==> src/rtl/c3lib_pulse_stretch.sv <==
// ---------------------------------------------------------------------------
// c3lib_pulse_stretch
//
// Purpose:
//   Stretches any rising edge seen on pulse_in into an output pulse that is
//   at least stretch_len+1 cycles wide. If pulse_in is still high when the
//   count runs out, the output follows pulse_in (HOLD) until it drops.
//   Rising edges that arrive while a stretch is already running either
//   reload the counter (retrig_en=1) or are merged into the running pulse
//   and counted in a saturating overlap counter (retrig_en=0).
//
// Ports:
//   clk          single clock, all state changes on its rising edge
//   rst          synchronous, active-high reset
//   enable       block enable; 0 forces the FSM to IDLE and clears cnt
//   retrig_en    1: an edge during STRETCH reloads the counter
//   stretch_len  extra high cycles beyond the first; sampled only on load
//   pulse_in     synchronous event input, any width
//   ovl_clr      synchronous clear of ovl_cnt (wins over an increment)
//   pulse_out    registered stretched pulse
//   busy         registered; 1 whenever the FSM is not in IDLE
//   ovl_cnt      saturating count of edges merged without a reload
//
// Handshake: none. pulse_in is a level/event input with no back-pressure;
// every output is a flop, so there is no input-to-output combinational path.
// ---------------------------------------------------------------------------
module c3lib_pulse_stretch #(
    parameter int CNT_WIDTH = 4,
    parameter int OVL_WIDTH = 8
) (
    input  logic                 clk,
    input  logic                 rst,
    input  logic                 enable,
    input  logic                 retrig_en,
    input  logic [CNT_WIDTH-1:0] stretch_len,
    input  logic                 pulse_in,
    input  logic                 ovl_clr,
    output logic                 pulse_out,
    output logic                 busy,
    output logic [OVL_WIDTH-1:0] ovl_cnt
);

    typedef enum logic [1:0] {
        IDLE    = 2'd0,
        STRETCH = 2'd1,
        HOLD    = 2'd2
    } state_t;

    localparam logic [CNT_WIDTH-1:0] CNT_ONE = {{(CNT_WIDTH-1){1'b0}}, 1'b1};
    localparam logic [OVL_WIDTH-1:0] OVL_ONE = {{(OVL_WIDTH-1){1'b0}}, 1'b1};

    state_t               state_q;
    state_t               state_d;
    logic [CNT_WIDTH-1:0] cnt_q;
    logic [CNT_WIDTH-1:0] cnt_d;
    logic                 prev_q;
    logic                 rise;
    logic                 ovl_inc;
    logic                 ovl_sat;
    logic                 active_d;

    // ------------------------------------------------------------------
    // Edge detector. prev resets to 1 so that an input already high
    // across reset release is not mistaken for a new event; a 0 -> 1
    // sequence is needed. It tracks pulse_in regardless of enable, so
    // turning enable on while pulse_in is high does not trigger either.
    // ------------------------------------------------------------------
    always_ff @(posedge clk) begin
        if (rst) begin
            prev_q <= 1'b1;
        end else begin
            prev_q <= pulse_in;
        end
    end

    assign rise = pulse_in & ~prev_q;

    // ------------------------------------------------------------------
    // Next-state / counter logic.
    // ------------------------------------------------------------------
    always_comb begin
        state_d = state_q;
        cnt_d   = cnt_q;
        ovl_inc = 1'b0;

        if (!enable) begin
            state_d = IDLE;
            cnt_d   = '0;
        end else begin
            case (state_q)
                IDLE: begin
                    if (rise) begin
                        state_d = STRETCH;
                        cnt_d   = stretch_len;
                    end
                end

                STRETCH: begin
                    if (rise && retrig_en) begin
                        // Reload beats both the decrement and the exit.
                        cnt_d = stretch_len;
                    end else begin
                        // A merged edge does not disturb the count: the
                        // running pulse simply absorbs it.
                        if (rise) begin
                            ovl_inc = 1'b1;
                        end
                        if (cnt_q != '0) begin
                            cnt_d = cnt_q - CNT_ONE;
                        end else if (pulse_in) begin
                            state_d = HOLD;
                        end else begin
                            state_d = IDLE;
                        end
                    end
                end

                HOLD: begin
                    // pulse_in is high on entry and stays high here, so a
                    // rising edge cannot occur in this state.
                    if (!pulse_in) begin
                        state_d = IDLE;
                    end
                end

                default: begin
                    state_d = IDLE;
                    cnt_d   = '0;
                end
            endcase
        end
    end

    // Outputs are computed from next_state and registered, so pulse_out
    // rises the cycle after the edge is sampled and has no comb path.
    assign active_d = (state_d != IDLE);

    // ------------------------------------------------------------------
    // State, counter and output registers.
    // ------------------------------------------------------------------
    always_ff @(posedge clk) begin
        if (rst) begin
            state_q   <= IDLE;
            cnt_q     <= '0;
            pulse_out <= 1'b0;
            busy      <= 1'b0;
        end else begin
            state_q   <= state_d;
            cnt_q     <= cnt_d;
            pulse_out <= active_d;
            busy      <= active_d;
        end
    end

    // ------------------------------------------------------------------
    // Overlap counter: saturates at all-ones, clear wins over increment.
    // ------------------------------------------------------------------
    assign ovl_sat = (ovl_cnt == {OVL_WIDTH{1'b1}});

    always_ff @(posedge clk) begin
        if (rst) begin
            ovl_cnt <= '0;
        end else if (ovl_clr) begin
            ovl_cnt <= '0;
        end else if (ovl_inc && !ovl_sat) begin
            ovl_cnt <= ovl_cnt + OVL_ONE;
        end
    end

endmodule
==> config.mk <==
export PLATFORM = sky130hd
export DESIGN_NAME = c3lib_pulse_stretch
export DESIGN_NICKNAME = d
export VERILOG_FILES = /design/src/rtl/c3lib_pulse_stretch.sv
export SDC_FILE = /design/constraint.sdc
export NUM_CORES = 1
export LEC_CHECK = 0
export BUFFER_PORTS_ARGS = -buffer_cell sky130_fd_sc_hd__buf_4
export CORE_AREA = 2 2 50 64
export CTS_BUF_LIST = sky130_fd_sc_hd__clkbuf_8
export DETAILED_ROUTE_END_ITERATION = 10
export DIE_AREA = 0 0 52 66
export GPL_ROUTABILITY_DRIVEN = 1
export PLACE_DENSITY = 0.47
export SYNTH_ARGS = -nofsm -noshare
export SYNTH_HDL_FRONTEND = slang
export SYNTH_SLANG_ARGS = --single-unit
==> constraint.sdc <==
create_clock -name clk -period 3.03 [get_ports clk]
set_input_delay 0.303 -clock clk [delete_from_list [all_inputs] [get_ports clk]]
set_output_delay 0.303 -clock clk [all_outputs]
set_load 0.05 [all_outputs]
# Word level (Yosys, flattened, before mapping)
# Cells that the tools add are included.
[totals]
wordCells = 40
romBits = 0
ramBits = 0
reg_bits = 16
latch_bits = 0
out_inout_bits = 10
memories = 0
inputBits = 10
[op_classes]
div_mod_pow = 0
bitwise = 4
multipliers = 0
n_mux = 15
order_cmp = 0
n_reduce_logical = 9
n_eq_ne = 5
shift = 0
n_addsub = 2
[op_table]
columns = ["cell", "count"]
rows = [
  ["2-bit 2-to-1 mux", 6],
  ["4-bit 2-to-1 mux", 3],
  ["4-bit one-hot mux with 3 select lines", 1],
  ["8-bit by 1-bit adder with 8-bit output (second input constant)", 1],
  ["8-bit equality test (second input constant)", 1],
  ["2-bit one-hot mux with 3 select lines", 1],
  ["1-bit 2-to-1 mux", 4],
  ["4-bit nonzero test", 1],
  ["2-bit OR reduction", 2],
  ["4-bit by 1-bit subtractor with 4-bit output (second input constant)", 1],
  ["3-bit inequality test (second input constant)", 1],
  ["1-bit NOT", 3],
  ["3-bit AND reduction", 1],
  ["2-bit by 1-bit equality test with 1-bit output (second input constant)", 1],
  ["2-bit equality test (second input constant)", 1],
  ["1-bit logical AND", 2],
  ["2-bit logical NOT", 1],
  ["2-bit inequality test (second input constant)", 1],
  ["2-bit nonzero test", 1],
  ["1-bit bitwise AND", 1],
  ["1-bit logical NOT", 1],
]

# Depth between registers and ports, before layout
[logic_depth]
ltp_word = 7
ltp_mapped = 6
depth_no_buf = 6

# Least setup slack after synthesis
# OpenSTA, ideal clock, no wires.
[synth_timing]
kind = "register -> register"
start = "register ovl_cnt[0]"
end = "register ovl_cnt[7]"
synth_period_minus_slack_ns = 1.794
path_stages_with_launch = 6
t_arrival_ns = 1.725
path_slack_ns = 1.236
t_required_ns = 2.960
n_path_buf = 0
setup_time_ns = 0.070
path_cell_list = "dfxtp_1 ha_1 nand2_1 o211ai_1 or4_1 a21oi_1"
[synth_between]
elab_chain_cells = 3
elab_cells_between_ends = 4
classes_between = "1 x add/sub; 1 x eq/ne; 2 x reduce/logical"
[synth_rtl]
columns = ["element", "line_no", "source"]
rows = [
  ["start, declared", "40", "output logic [OVL_WIDTH-1:0] ovl_cnt"],
  ["start signal, assigned", "166", "ovl_cnt <= ovl_cnt + OVL_ONE;"],
  ["branches (longest 3 deep; another with 8-bit by 1-bit adder with 8-bit output)", "n/a", ""],
]
# Several ways; the timed one is not identified.
# A chain may end at the register's enable or synchronous reset.

# Final worst setup path
[layout_timing]
start = "register cnt_q[0]"
end = "register cnt_q[0]"
[layout_between]
elab_chain_cells = 4
elab_cells_between_ends = 7
classes_between = "1 x add/sub; 1 x eq/ne; 3 x mux; 2 x reduce/logical"
[layout_rtl]
columns = ["element", "line_no", "source"]
rows = [
  ["start, declared", "54", "logic [CNT_WIDTH-1:0] cnt_q;"],
  ["start signal, assigned", "149", "cnt_q <= cnt_d;"],
  ["4-bit by 1-bit subtractor with 4-bit output", "109", "cnt_d = cnt_q - CNT_ONE;"],
  ["4-bit 2-to-1 mux", "108", "if (cnt_q != '0) begin"],
  ["4-bit 2-to-1 mux", "99", "if (rise && retrig_en) begin"],
  ["4-bit one-hot mux with 3 select lines", "90", "case (state_q)"],
]
# Several ways; a longest one is shown, not always the timed one. The select of a mux whose other input is x is not followed.

==> results.toml <==
[global_route]
antenna_found_initial = 0
pin_count_of_the_biggest_net_entering_global_routing = 11
track_usage_pct = 13.0
globalRoute.totalOverflow = 0
global_route_wire_length_before_repair_mm = 3.35
first_global_vias = 791

[finish]
nNetsFinal = 133
drive_gt1_share_pct = 25.2
layout.cells.most_common = "buf_4"
antenna-diode-count = 0
most-common-layout-cells = "buf_4 (19), dfxtp_1 (16), a21oi_1 (8)"
finalCoreUtilization_pct = 38.3
stdcell_count = 155
area.growth.synth_to_final_pct = 27.1

[routing]
post_drt_via_cell_ratio = 5.12
drt.antenna.violating_nets = 0
num_vias = 794
route.detailed.drc = 0
drt-initial-drc-count = 11
drt_pass1_iterations = 4
wirelength_mm = 1.91
post_drt_wl_per_cell_um = 12.3

[die]
initial_utilization_pct = 30.1
fp.dieH_um = 66
top_level_ports = 20
core_area_um2 = 2840
fp.dieArea_um2 = 3430
row_count = 22
fp.dieW_um = 52

[clocking]
cts_buffers = 3
postCtsSetupBuffers = 0
clock-sinks = 16
worst_setup_hold_path_clk_slew_ns = 0.06
cts-htree-levels = 1
post_cts_hold_buffer_count = 0
cts_tree = "built"
cts-root-to-sink-buffers = 2
cts-root-buf = "clkbuf_8"
worstSkewPairLatency_ns = 0.25
cts_resized = 0

[sta]
setup_viol = 0
rsz0062_at_grt = "no"
tightestPinTransition_ns = 0.459
setup_tns_ns = 0
timing.slew.headroom_pct = 69.2
finalClockSkew_ns = 0.00136
finalHoldViolations = 0
min_period_ns = 1.89
max_clock_freq_mhz = 530
finalMaxSlewViolations = 0
finalCritPeriodShare_pct = 62.3

[critical_path]
critPathKind = "flip-flop to flip-flop"
timing.critical_path.slowest_cell_delay_ns = 0.46
crit_path_cell_trace = "inv_1, ha_1, or4b_4, a32oi_2, mux2_2, a21oi_1"
crit_path_end_kind = "flip-flop"
worst_r2r_endpoint = "cnt_q[0]$_SDFFE_PP0P_"
critical_path.startpoint_type = "flip-flop"
setup.reg_to_reg.worst_slack_ns = 1.14
timing.critical_path.arrival_ns = 2.07
critical_path.reg2reg.startpoint = "cnt_q[0]$_SDFFE_PP0P_"
critical-path-slowest-cell = "or4b_4"
worstPathMaxFanout = 6
worst_ep_required_time_ns = 3.21
worst_r2r_path_depth = 6

[logic_synthesis]
syn-mean-instance-area_um2 = 8.72
synth-seq-cells = 16
synthSimpleGateAreaFrac_pct = 29.3
dominant_combinational_cell_family_by_area_after_synthesis = "simple AND/OR/NAND/NOR gates"
dominantRegCellSynth = "dfxtp_1"
postSynthCellCount = 98
synth_compound_area_share_pct = 18.7
synth_cell_types = 33
seq_area_frac_synth_pct = 37.5
synth_area_um2 = 855
ys.warnings.count = 0
yosys.area_share.adder_pct = 4.39
xor_and_xnor_fraction_of_the_mapped_netlist_area_pct = 2.05
synth_edf_count = 0
syn_nets = 111
synth.mux.area_fraction_pct = 3.66
asyncSetResetFlopFracSynth_pct = 0

[power]
finalPower_uw = 434
max_ir_drop_vdd_uv = 221
powerDensity_nw_per_um2 = 399
total_leakage_power_uw = 0.000396

[placement]
detailed_place_hpwl_mm = 1.51
dp_cells = 151
globalplace.congestion = 0.750
port_buffers = 19

[hold_path]
hold_class = "input port to flip-flop"
hold_path_end = "prev_q$_SDFF_PP1_"
worst_hold_start = "pulse_in"
min_delay_path_depth = 2

[flow_run]
max_cap_violations = 0

[outcome]
run_status = "completed"
[sequential cells by signal (all words and copies together), names as in the netlist]
signal / flops
ovl_cnt: 8
busy: 1
state_q: 2
cnt_q: 4
prev_q: 1
[stage by stage]
| step | area (um2) | setup slack, ns | hold WS, ns |
|---|---|---|---|
| after floorplan | 855 | 1.24 | 0.407 |
| after global placement | 1030 | 1.24 | 0.488 |
| after detailed placement | 1030 | 1.15 | 0.511 |
| after CTS | 1090 | 1.13 | 0.267 |
| after global routing | 1090 | 1.00 | 0.269 |
| final | 1090 | 1.14 | 0.272 |
[how the worst max path moves through the flow]
stage | cells after the start | start | end
global placement | 6 | cnt_q[0]$_SDFFE_PP0P_ | cnt_q[0]$_SDFFE_PP0P_
finish | 6 | cnt_q[0]$_SDFFE_PP0P_ | cnt_q[0]$_SDFFE_PP0P_
detailed placement | 6 | cnt_q[0]$_SDFFE_PP0P_ | cnt_q[0]$_SDFFE_PP0P_
CTS | 6 | cnt_q[0]$_SDFFE_PP0P_ | cnt_q[0]$_SDFFE_PP0P_
global route | 6 | cnt_q[0]$_SDFFE_PP0P_ | cnt_q[0]$_SDFFE_PP0P_
floorplan | 5 | ovl_cnt[0]$_SDFFE_PP0P_ | ovl_cnt[7]$_SDFFE_PP0P_
[per-layer routing]
metal | GRT usage (%) | vias up | part of all wire, %
met5 | 0 | - | 0
met4 | 8.88 | 0 | 3.3
met3 | 2.26 | 8 | 3.6
met2 | 22.5 | 16 | 52
met1 | 13.9 | 367 | 41
li1 | - | 403 | -
[cell usage after synthesis (2+ instances only)]
cell      number  area share (%)
nor2_1         4             1.8
o211ai_1       2             1.8
inv_1          7             3.1
dfxtp_1       16              37
nand2_1        7             3.1
or3_1          4             2.9
nand3_1        5             2.9
o21ai_0        5             2.9
or4_1          3             2.6
nand2b_1       4             2.9
xor2_1         2             2.1
a21oi_1        8             4.7
o31ai_1        5             4.4
nor3_1         2             1.2
mux2i_1        2             2.3
ha_1           3             4.4
or2_2          2             1.5
nand4_1        2             1.5
[where the power goes]
part	switching [uW]	internal, uW
Sequential	1.72	212
Clock	72.6	115
Combinational	15.4	16.5
Total	89.8	344
[worst max-delay path: cells and delay by family, from the launching register on]
family | cells | cell delay [ns]
DFF | 1 | 0.32
muxes | 1 | 0.37
AOI/OAI and AO/OA | 2 | 0.41
buffers and inverters | 1 | 0.09
adders and majority gates | 1 | 0.15
and+or+nand+nor | 1 | 0.46
[cells by family (layout without fill, tap and decap cells)]
logic type	after synthesis	count (layout)
compound gates	24	24
simple gates	41	41
fa+ha+maj	3	3
xor+xnor	2	2
flops	16	16
buf+inv	9	30
mux	3	3
[final cells by class]
class | count | area [um2]
timing repair buffer | 19 | 143
fill | 305 | 1750
sequential | 16 | 320
multi-input combinational | 73 | 497
clock buffer | 4 | 55.1
tap | 36 | 45.0
inverter | 7 | 26.3
Note: power is estimated with default switching activity, not from simulation.
